[src/rtl/dsa_step_controller_if.sv]
// -----------------------------------------------------------------------------
// dsa_step_controller_if
// Debug command channel between the JTAG command decoder and the DSA step
// controller. A command is taken on any clock where valid && ready.
//   valid  : command strobe (master -> slave)
//   ready  : controller can accept a command (slave -> master)
//   op     : 0 NOP, 1 RUN, 2 PAUSE, 3 STEP, 4 SET_BP, 5 CLR_BP, 6 CLR_CNT, 7 NOP
//   arg    : STEP -> [15:0] step count; SET_BP -> {bp_y[31:16], bp_x[15:0]}
// -----------------------------------------------------------------------------
interface dsa_step_controller_if;
    logic        valid;
    logic        ready;
    logic [2:0]  op;
    logic [31:0] arg;

    modport master (output valid, output op, output arg, input ready);
    modport slave  (input valid, input op, input arg, output ready);
endinterface

[src/rtl/dsa_step_controller.sv]
// -----------------------------------------------------------------------------
// dsa_step_controller
// Run / pause / single-step sequencer for the bilinear DSA datapath. The
// datapath FSM may only move while o_dsa_advance is high. In stepping mode each
// step releases the datapath for exactly one cycle (ISSUE), then waits (WAIT)
// for the datapath state to change or for a timeout before acknowledging.
// A coordinate breakpoint pauses free running at a chosen output pixel.
// Ports:
//   clk, rst            clock, asynchronous active-high reset
//   cmd_if              debug command channel (slave side)
//   i_fsm_state         live datapath FSM state
//   i_current_x/_y      live output-pixel coordinates
//   o_dsa_advance       datapath may take a transition this cycle
//   o_capture_enable    stepping active (controller not in RUN)
//   o_step_ack          one-cycle pulse per completed step
//   o_ctrl_state        0 RUN, 1 PAUSED, 2 ISSUE, 3 WAIT
//   o_steps_remaining   steps left in the current burst
//   o_step_counter      total completed steps (wrapping)
//   o_bp_hit            sticky: breakpoint caused a pause
//   o_step_timeout      sticky: a step was acknowledged by timeout
// -----------------------------------------------------------------------------
module dsa_step_controller #(
    parameter int TIMEOUT_CYCLES = 1024,
    parameter int CNT_WIDTH      = 32
) (
    input  logic                 clk,
    input  logic                 rst,
    dsa_step_controller_if.slave cmd_if,
    input  logic [3:0]           i_fsm_state,
    input  logic [15:0]          i_current_x,
    input  logic [15:0]          i_current_y,
    output logic                 o_dsa_advance,
    output logic                 o_capture_enable,
    output logic                 o_step_ack,
    output logic [1:0]           o_ctrl_state,
    output logic [15:0]          o_steps_remaining,
    output logic [CNT_WIDTH-1:0] o_step_counter,
    output logic                 o_bp_hit,
    output logic                 o_step_timeout
);
    localparam int TW = (TIMEOUT_CYCLES > 1) ? $clog2(TIMEOUT_CYCLES) : 1;
    localparam logic [TW-1:0] TMO_LAST = TW'(TIMEOUT_CYCLES - 1);

    localparam logic [2:0] OP_RUN     = 3'd1;
    localparam logic [2:0] OP_PAUSE   = 3'd2;
    localparam logic [2:0] OP_STEP    = 3'd3;
    localparam logic [2:0] OP_SET_BP  = 3'd4;
    localparam logic [2:0] OP_CLR_BP  = 3'd5;
    localparam logic [2:0] OP_CLR_CNT = 3'd6;

    typedef enum logic [1:0] {
        ST_RUN    = 2'd0,
        ST_PAUSED = 2'd1,
        ST_ISSUE  = 2'd2,
        ST_WAIT   = 2'd3
    } state_t;

    state_t               r_state, w_state_next;
    logic                 r_cmd_ready, r_capture, r_adv_base, r_step_ack;
    logic [15:0]          r_steps, w_steps_next;
    logic [CNT_WIDTH-1:0] r_cnt, w_cnt_next;
    logic                 r_bp_hit, w_bp_hit_next;
    logic                 r_tmo_flag, w_tmo_flag_next;
    logic                 r_bp_en, w_bp_en_next;
    logic                 r_bp_armed, w_bp_armed_next;
    logic [15:0]          r_bp_x, w_bp_x_next, r_bp_y, w_bp_y_next;
    logic [TW-1:0]        r_tmo_cnt, w_tmo_cnt_next;
    logic [3:0]           r_snap, w_snap_next;
    logic                 w_ack_next;
    logic                 w_accept, w_bp_match, w_bp_fire, w_changed, w_expired;
    logic [15:0]          w_steps_dec;

    assign w_accept    = cmd_if.valid && r_cmd_ready;
    assign w_bp_match  = r_bp_en && (i_current_x == r_bp_x) && (i_current_y == r_bp_y);
    assign w_bp_fire   = w_bp_match && r_bp_armed && (r_state == ST_RUN);
    assign w_changed   = (i_fsm_state != r_snap);
    assign w_expired   = (r_tmo_cnt == TMO_LAST);
    assign w_steps_dec = r_steps - 16'd1;

    // Next-state, counters, breakpoint and sticky-flag logic.
    always_comb begin
        w_state_next    = r_state;
        w_steps_next    = r_steps;
        w_cnt_next      = r_cnt;
        w_bp_hit_next   = r_bp_hit;
        w_tmo_flag_next = r_tmo_flag;
        w_bp_en_next    = r_bp_en;
        w_bp_x_next     = r_bp_x;
        w_bp_y_next     = r_bp_y;
        w_tmo_cnt_next  = r_tmo_cnt;
        w_snap_next     = r_snap;
        w_ack_next      = 1'b0;

        case (r_state)
            ST_RUN: begin
                // An accepted command picks the next state; a breakpoint only
                // records a hit when the command does not resume running.
                if (w_accept && cmd_if.op == OP_RUN) begin
                    w_state_next = ST_RUN;
                end else if (w_accept && cmd_if.op == OP_PAUSE) begin
                    w_state_next = ST_PAUSED;
                end else if (w_accept && cmd_if.op == OP_STEP) begin
                    w_state_next = ST_ISSUE;
                end else if (w_bp_fire) begin
                    w_state_next = ST_PAUSED;
                end else begin
                    w_state_next = ST_RUN;
                end
                if (w_bp_fire && !(w_accept && cmd_if.op == OP_RUN)) begin
                    w_bp_hit_next = 1'b1;
                end else begin
                    w_bp_hit_next = r_bp_hit;
                end
            end
            ST_PAUSED: begin
                if (w_accept && cmd_if.op == OP_RUN) begin
                    w_state_next = ST_RUN;
                end else if (w_accept && cmd_if.op == OP_STEP) begin
                    w_state_next = ST_ISSUE;
                end else begin
                    w_state_next = ST_PAUSED;
                end
            end
            ST_ISSUE: begin
                w_snap_next    = i_fsm_state;
                w_tmo_cnt_next = '0;
                w_state_next   = ST_WAIT;
            end
            ST_WAIT: begin
                if (w_changed || w_expired) begin
                    w_ack_next      = 1'b1;
                    w_cnt_next      = r_cnt + CNT_WIDTH'(1);
                    w_steps_next    = w_steps_dec;
                    w_state_next    = (w_steps_dec != 16'd0) ? ST_ISSUE : ST_PAUSED;
                    w_tmo_flag_next = (!w_changed) ? 1'b1 : r_tmo_flag;
                end else begin
                    w_tmo_cnt_next  = r_tmo_cnt + TW'(1);
                end
            end
            default: begin
                w_state_next = ST_RUN;
            end
        endcase

        // Commands are only accepted in RUN/PAUSED, so a step increment and
        // CLR_CNT cannot collide; if they did, the clear listed last wins.
        if (w_accept) begin
            case (cmd_if.op)
                OP_RUN: begin
                    w_bp_hit_next   = 1'b0;
                    w_tmo_flag_next = 1'b0;
                end
                OP_STEP: begin
                    w_steps_next = (cmd_if.arg[15:0] == 16'd0) ? 16'd1 : cmd_if.arg[15:0];
                end
                OP_SET_BP: begin
                    w_bp_x_next  = cmd_if.arg[15:0];
                    w_bp_y_next  = cmd_if.arg[31:16];
                    w_bp_en_next = 1'b1;
                end
                OP_CLR_BP: begin
                    w_bp_en_next  = 1'b0;
                    w_bp_hit_next = 1'b0;
                end
                OP_CLR_CNT: begin
                    w_cnt_next = '0;
                end
                default: begin
                    w_cnt_next = w_cnt_next;
                end
            endcase
        end else begin
            w_cnt_next = w_cnt_next;
        end

        // Arming requires having seen a non-matching pixel, so resuming at the
        // breakpoint pixel does not immediately re-trigger.
        if (w_bp_fire || (w_accept && (cmd_if.op == OP_SET_BP || cmd_if.op == OP_RUN ||
                                       cmd_if.op == OP_CLR_BP))) begin
            w_bp_armed_next = 1'b0;
        end else if (r_bp_en && !w_bp_match) begin
            w_bp_armed_next = 1'b1;
        end else begin
            w_bp_armed_next = r_bp_armed;
        end
    end

    // State, datapath bookkeeping and registered output decode.
    always_ff @(posedge clk or posedge rst) begin
        if (rst) begin
            r_state     <= ST_RUN;
            r_cmd_ready <= 1'b1;
            r_capture   <= 1'b0;
            r_adv_base  <= 1'b1;
            r_step_ack  <= 1'b0;
            r_steps     <= 16'd0;
            r_cnt       <= '0;
            r_bp_hit    <= 1'b0;
            r_tmo_flag  <= 1'b0;
            r_bp_en     <= 1'b0;
            r_bp_armed  <= 1'b0;
            r_bp_x      <= 16'd0;
            r_bp_y      <= 16'd0;
            r_tmo_cnt   <= '0;
            r_snap      <= 4'd0;
        end else begin
            r_state     <= w_state_next;
            r_cmd_ready <= (w_state_next == ST_RUN) || (w_state_next == ST_PAUSED);
            r_capture   <= (w_state_next != ST_RUN);
            r_adv_base  <= (w_state_next == ST_RUN) || (w_state_next == ST_ISSUE);
            r_step_ack  <= w_ack_next;
            r_steps     <= w_steps_next;
            r_cnt       <= w_cnt_next;
            r_bp_hit    <= w_bp_hit_next;
            r_tmo_flag  <= w_tmo_flag_next;
            r_bp_en     <= w_bp_en_next;
            r_bp_armed  <= w_bp_armed_next;
            r_bp_x      <= w_bp_x_next;
            r_bp_y      <= w_bp_y_next;
            r_tmo_cnt   <= w_tmo_cnt_next;
            r_snap      <= w_snap_next;
        end
    end

    // The breakpoint must stop the datapath in the very cycle the pixel appears.
    assign o_dsa_advance     = r_adv_base && !w_bp_fire;
    assign cmd_if.ready      = r_cmd_ready;
    assign o_capture_enable  = r_capture;
    assign o_step_ack        = r_step_ack;
    assign o_ctrl_state      = r_state;
    assign o_steps_remaining = r_steps;
    assign o_step_counter    = r_cnt;
    assign o_bp_hit          = r_bp_hit;
    assign o_step_timeout    = r_tmo_flag;
endmodule
[src/flat_wrapper.sv]
// flat-port wrapper written by rule: the top's interface ports become plain ports
module dsa_step_controller_flat 
#(
    parameter int TIMEOUT_CYCLES = 1024,
    parameter int CNT_WIDTH      = 32
)
  (clk, rst, i_fsm_state, i_current_x, i_current_y, o_dsa_advance, o_capture_enable, o_step_ack, o_ctrl_state, o_steps_remaining, o_step_counter, o_bp_hit, o_step_timeout, cmd_if_valid, cmd_if_op, cmd_if_arg, cmd_if_ready);
  dsa_step_controller_if cmd_if_i ();
  input  logic clk;
  input  logic rst;
  input  logic [3:0] i_fsm_state;
  input  logic [15:0] i_current_x;
  input  logic [15:0] i_current_y;
  output logic o_dsa_advance;
  output logic o_capture_enable;
  output logic o_step_ack;
  output logic [1:0] o_ctrl_state;
  output logic [15:0] o_steps_remaining;
  output logic [CNT_WIDTH-1:0] o_step_counter;
  output logic o_bp_hit;
  output logic o_step_timeout;
  input wire logic [$bits(cmd_if_i.valid)-1:0] cmd_if_valid;
  input wire logic [$bits(cmd_if_i.op)-1:0] cmd_if_op;
  input wire logic [$bits(cmd_if_i.arg)-1:0] cmd_if_arg;
  output wire logic [$bits(cmd_if_i.ready)-1:0] cmd_if_ready;
  assign cmd_if_i.valid = cmd_if_valid;
  assign cmd_if_i.op = cmd_if_op;
  assign cmd_if_i.arg = cmd_if_arg;
  assign cmd_if_ready = cmd_if_i.ready;
  dsa_step_controller #(.TIMEOUT_CYCLES(TIMEOUT_CYCLES), .CNT_WIDTH(CNT_WIDTH)) u_core (.clk(clk), .rst(rst), .cmd_if(cmd_if_i), .i_fsm_state(i_fsm_state), .i_current_x(i_current_x), .i_current_y(i_current_y), .o_dsa_advance(o_dsa_advance), .o_capture_enable(o_capture_enable), .o_step_ack(o_step_ack), .o_ctrl_state(o_ctrl_state), .o_steps_remaining(o_steps_remaining), .o_step_counter(o_step_counter), .o_bp_hit(o_bp_hit), .o_step_timeout(o_step_timeout));
endmodule
[config.mk]
export PLATFORM = sky130hd
export DESIGN_NAME = dsa_step_controller_flat
export DESIGN_NICKNAME = d
export VERILOG_FILES = /design/src/rtl/dsa_step_controller_if.sv /design/src/rtl/dsa_step_controller.sv /design/src/flat_wrapper.sv
export SDC_FILE = /design/constraint.sdc
export NUM_CORES = 1
export LEC_CHECK = 0
export BUFFER_PORTS_ARGS = -buffer_cell sky130_fd_sc_hd__buf_2
export CAP_MARGIN = 20
export CORE_MARGIN = 2
export CORE_UTILIZATION = 35
export CTS_CLUSTER_SIZE = 25
export DETAILED_ROUTE_END_ITERATION = 8
export PLACE_DENSITY = 0.66
export SETUP_SLACK_MARGIN = 0.3
export SYNTH_ARGS = -nofsm -noshare
export SYNTH_HDL_FRONTEND = slang
export SYNTH_SLANG_ARGS = --single-unit
[constraint.sdc]
create_clock -name clk -period 5.5 [get_ports clk]
set_input_delay 0.275 -clock clk [delete_from_list [all_inputs] [get_ports clk]]
set_output_delay 0.275 -clock clk [all_outputs]
set_load 0.05 [all_outputs]
* Word level (Yosys, flattened, before mapping)
Cells that the tools add are included.
** Word-level totals
- Register bits after elaboration :: 104
- Input port bits :: 74
- Output and inout port bits :: 56
** Cells by class
- Multiplexer cells :: 34
- Reductions and logical operators :: 33
- Eq/ne operators :: 16
- Add/sub/neg operators :: 3
** Operators with widths (count)
- $mux 32 :: 4
- $mux 16 :: 5
- $add 32x1->32 const B :: 1
- $eq 16x16->1 :: 2
- $pmux 10 s2 :: 1
- $logic_not 16->1 :: 1
- $reduce_bool 16->1 :: 1
- $sub 16x1->16 const B :: 1
- $mux 1 :: 14
- $mux 2 :: 7
- $logic_and 1x1->1 :: 12
- $add 10x1->10 const B :: 1
- $eq 10x10->1 const B :: 1
- $mux 10 :: 1
- $eq 3x3->1 const B :: 3
- $pmux 2 s4 :: 1
- $reduce_bool 2->1 :: 4
- $eq 2x2->1 const B :: 3
- $eq 3x2->1 const B :: 2
- $logic_or 1x1->1 :: 6
- $reduce_and 2->1 :: 3
- $eq 2x1->1 const B :: 2
- $logic_not 2->1 :: 2
- $ne 4x4->1 :: 1
- 5 further kinds :: 7

* Logic depth before layout (Yosys ltp)
- Depth after elaboration :: 12
- Gate-level depth with buffers :: 10
- Depth with buffers taken out :: 8

* Worst setup path before layout
No wires, ideal clock.
- Path kind :: register -> register
- Start point :: reg u_core.r_steps[0], in the netlist u_core.o_steps_remaining[0]
- End point :: reg u_core.r_capture, in the netlist u_core.o_capture_enable
- Stages on the path, launching flop included :: 10
- Data required time :: 5376 ps
- Arrival :: 2550 ps
- Period minus slack after synthesis :: 2675 ps
- Library setup time :: 124 ps
- Setup slack :: 2825 ps
- Cell sequence :: dfrtp_1 -> clkbuf_1 -> inv_1 -> ha_1 -> or3b_2 -> o32ai_1 -> a22oi_1 -> nor4b_1 -> a21oi_1 -> or2_1
** On the way
- Word-level cells in the longest chain between the ends :: 6
** Ends and longest elaborated chain
- start, declared :: RTL line dsa_step_controller.sv:60 : logic [15:0] r_steps, w_steps_next;
- start signal, assigned :: RTL line dsa_step_controller.sv:212 : r_steps <= w_steps_next;
- $sub 16x1->16 :: RTL line dsa_step_controller.sv:78 : assign w_steps_dec = r_steps - 16'd1;
- $reduce_bool 16->1 :: RTL line dsa_step_controller.sv:134 : w_state_next = (w_steps_dec != 16'd0) ? ST_ISSUE : ST_PAUSED;
- $mux 2 :: RTL line dsa_step_controller.sv:134
- $mux 2 :: RTL line dsa_step_controller.sv:130 : if (w_changed || w_expired) begin
- $pmux 2 s4 :: RTL line dsa_step_controller.sv:94 : case (r_state)
- via u_core.w_state_next[1] :: RTL line dsa_step_controller.sv:58 : state_t r_state, w_state_next;
- $reduce_bool 2->1 :: RTL line dsa_step_controller.sv:209 : r_capture <= (w_state_next != ST_RUN);
- end signal, assigned :: RTL line dsa_step_controller.sv:209
- end, declared :: RTL line dsa_step_controller.sv:59 : logic r_cmd_ready, r_capture, r_adv_base, r_step_ack;
The timed path passes the listed nets, and every way through them passes these cells.
A chain may end at the register's enable or synchronous reset.

* Final worst setup path
- Start point :: reg u_core.r_bp_x[6]
- End point :: out o_dsa_advance
** On the way
- Word-level cells in the longest chain between the ends :: 7
** Ends and longest elaborated chain
- start, declared :: RTL line dsa_step_controller.sv:66 : logic [15:0] r_bp_x, w_bp_x_next, r_bp_y, w_bp_y_next;
- start signal, assigned :: RTL line dsa_step_controller.sv:218 : r_bp_x <= w_bp_x_next;
- $eq 16x16->1 :: RTL line dsa_step_controller.sv:74 : assign w_bp_match = r_bp_en && (i_current_x == r_bp_x) && (i_current_y == r_bp_y);
- $logic_and 1x1->1 (2 in a row) :: RTL line dsa_step_controller.sv:74
- $logic_and 1x1->1 (2 in a row) :: RTL line dsa_step_controller.sv:75 : assign w_bp_fire = w_bp_match && r_bp_armed && (r_state == ST_RUN);
- $logic_not 1->1 :: RTL line dsa_step_controller.sv:226 : assign o_dsa_advance = r_adv_base && !w_bp_fire;
- $logic_and 1x1->1 :: RTL line dsa_step_controller.sv:226
- end, declared :: RTL line flat_wrapper.sv:14 : output logic o_dsa_advance;
No other way between the ends.

==> summary.md <==
| Metric | Value |
|---|---|
| WL met1 | `6.36 mm` |
| Vias in the first global route | `4382` |
| Largest net degree at the start of global routing | `64` |
| DR vias/cell | `5.15` |
| Number of synthesized flops with an enable pin | `0` |
| Required @ worst endpoint | `5.22 ns` |
| CTS-repair resized insts | `0` |
| Cell count after synthesis | `560` |
| CTS Root Cell | `clkbuf_16` |
| Met3 wire length | `1.22 mm` |
| Clock Skew | `0.0108 ns` |
| DR DRC count | `0` |
| RSZ-0062 raised after global routing | `false` |
| Pwr Density | `460 nW/µm²` |
| Synth top cells by count | `102 x dfrtp_1, 53 x nor2_1, 53 x xnor2_1` |
| Worst setup SP type | `register` |
| Worst slack at placement | `2.70 ns` |
| DIE HEIGHT | `130 µm` |
| Max Cap Violations | `0` |
| Worst EP arrival | `2.55 ns` |
| H-Tree Level Count | `3` |
| Slew @ Worst Pin | `0.973 ns` |
| TritonCTS clock tree | `yes` |
| Register area share after synthesis | `47.0%` |
| Final period util | `51.3%` |
| Hold Vio Cnt, Final | `0` |
| Wire per inst | `15.7 µm` |
| Worst-path clk slew | `0.07 ns` |
| Slew Limit Fails | `0` |
| All-layer global routing usage | `16.8%` |
| Initial DRC count | `297` |
| Post-synth top area share | `46.0%` |
| Remaining antenna violation count | `0` |
| Num ports | `130` |
| Clk sinks | `104` |
| Clk Latency, worst-skew pair | `0.35 ns` |
| Total Die Area | `16900 µm²` |
| Total power draw | `3080 µW` |
| GPL Wtd Cong | `0.865` |
| Layout net count | `763` |
| Area growth, synth to finish | `20.8%` |
| Mapped cell area | `5540 µm²` |
| Post-DP Area | `6410 µm²` |
| Worst path slowest cell | `a2111oi_0` |
| Antenna Cells | `0` |
| Most frequent cell after synthesis | `dfrtp_1` |
| Slew Limit Headroom | `34.6%` |
| Maximum operating frequency | `0.354 GHz` |
| Antenna violations before repair | `0` |
| Async set-or-reset flop fraction in the synthesized netlist | `100%` |
| Slack of the critical path | `2.68 ns` |
| WL final | `14.2 mm` |
| Peak VDD IR | `0.262 mV` |
| Crit. End Element | `output port` |
| Core Box Area | `15700 µm²` |
| Top sig layer | `met4` |
| Setup Crit Path Kind | `register to output port` |
| Metal2 WL | `6.50 mm` |
| Layout cells sized above 1 | `28.2%` |
| Top delay family on crit path | `simple AND/OR/NAND/NOR gates` |
| Bufs on Longest Clock Path | `2` |
| Initial core utilization | `35.4%` |
| Synthesized Nets | `638` |
| Worst path cell trace | `xnor2_1 -> nand2_1 -> a2111oi_0 -> nand4_1 -> nor4b_1 -> nor2b_1 -> buf_2` |
| Vias post-DR | `4662` |
| Leak Pwr | `0.00285 µW` |
| TritonCTS Buffers | `9` |
| Fin crit period | `2.82 ns` |
| Drt pass-1 iters | `4` |
| Chip width | `130 µm` |
| First-pass GRT wire length | `22.4 mm` |
| Post-DP HPWL | `10.4 mm` |
| Setup TNS | `0 ns` |
| Worst path bufs/invs | `1` |
| Area contributors post-synth | `dfrtp_1 46%, xnor2_1 8.4%, mux2_2 7.1%` |
| Mean Syn Cell Area | `9.90 µm²` |
| GRT overflow | `0` |
| Setup violations, final | `0` |
| Row cnt | `46` |
| Critical Path Max Stage Delay | `0.56 ns` |
| Critical path peak fanout | `3` |
| Yosys reg bits | `104` |
| Synth warn | `0` |
| Predominant post-synthesis flop cell | `dfrtp_1` |
| Design area | `6690 µm²` |
| Area leader, netlist | `dfrtp_1` |
| Hold_ws | `0.123 ns` |
| Outcome | `finished clean` |
| HP Class | `input pin to register` |
| Port bufs | `129` |
| Library cells used by synthesis | `55` |
power by group:
group / leakage (µW) / internal (µW) / switching [µW]
logic: 0.00141 / 415 / 796
registers: 0.00130 / 983 / 280
clock network: 0.000132 / 319 / 289
total: 0.00285 / 1720 / 1370
path summary, 6_finish.rpt:
path / start / slack [ns] / end / cells past startpoint
worst max-delay path: u_core.r_bp_x[6]$_DFFE_PP0P_ / 2.68 / o_dsa_advance / 7
worst min-delay path: cmd_if_arg[23] / 0.12 / u_core.r_bp_y[7]$_DFFE_PP0P_ / 3
worst max register to register: u_core.r_tmo_cnt[0]$_DFFE_PP0P_ / 2.68 / u_core.o_steps_remaining[9]$_DFF_PP0_ / 9
worst min register to register: u_core.o_step_timeout$_DFF_PP0_ / 0.51 / u_core.o_step_timeout$_DFF_PP0_ / 1
max in group asynchronous: rst / 3.78 / u_core.o_step_counter[8]$_DFF_PP0_ / 4
min in group asynchronous: rst / 0.52 / u_core.r_bp_y[4]$_DFFE_PP0P_ / 3
worst register-to-register path, cell delays in order (launching register included):
cell      delay, ns
dfrtp_1        0.43
ha_1           0.27
and4_1         0.23
and4_1         0.28
o21ai_1        0.16
buf_4          0.24
clkinv_1       0.51
and3_1         0.36
xnor2_1        0.12
o21ai_0        0.08
layout make-up:
type / count / area [µm²]
clock inverters: 4 / 30.0
clock buffers: 11 / 243
multi-input cells: 417 / 2790
well taps: 216 / 270
repair buffers: 134 / 686
flip-flops and latches: 104 / 2610
fillers: 1580 / 8960
inverters: 19 / 73.8
routing by layer:
metal	GRT usage (%)	up-vias
met5	0	-
met4	3.92	0
met3	5.95	10
met2	26.0	164
met1	22.7	2235
li1	-	2253
cells in the final DEF (no fill, tap or decap), types with 4 or more instances in the layout:
cell type	count
nor4b_1	5
or4_1	6
ha_1	4
xnor2_1	53
nor2_1	51
nor4_1	13
xor2_1	20
or3_1	12
nand3_1	23
dfrtp_1	102
o21ai_0	33
inv_1	16
a21oi_1	16
mux2_2	35
clkbuf_16	9
nand4_1	23
buf_2	129
and4_1	9
buf_4	4
and3_1	4
nor3_1	10
nand2_1	48
a22o_1	4
state kept, by name, summed over array words and instances, names as in the netlist:
register and flops:
u_core.cmd_if.ready 1, u_core.o_bp_hit 1, u_core.o_capture_enable 1, u_core.o_ctrl_state 2, u_core.o_step_ack 1, u_core.o_step_counter 32
u_core.o_step_timeout 1, u_core.o_steps_remaining 16, u_core.r_adv_base 1, u_core.r_bp_armed 1, u_core.r_bp_en 1, u_core.r_bp_x 16
u_core.r_bp_y 16, u_core.r_snap 4, u_core.r_tmo_cnt 10
cell families after synthesis:
logic type                 after synthesis  share of synthesized area, %
adders and majority gates                4                         0.903
DFF                                    104                          47.0
AOI/OAI and AO/OA                       83                          9.73
buffers and inverters                   39                          2.82
muxes                                   35                          7.11
and+or+nand+nor                        222                          20.9
xor gates and xnor gates                73                          11.5
through the flow:
stage          std cells  util (%)
2_1_floorplan        560         -
3_3_place_gp         889      41.0
3_5_place_dp         889      41.0
4_1_cts              905      42.8
5_1_grt              905      42.8
6_report             905      42.8
what timing repair did:
action	CTS	global route
setup buffers	0	0
hold buffers	1	0
setup endpoints to repair	0	0
endpoints found under the hold margin	41	0
No activity file was read; power rests on OpenSTA's default activity.
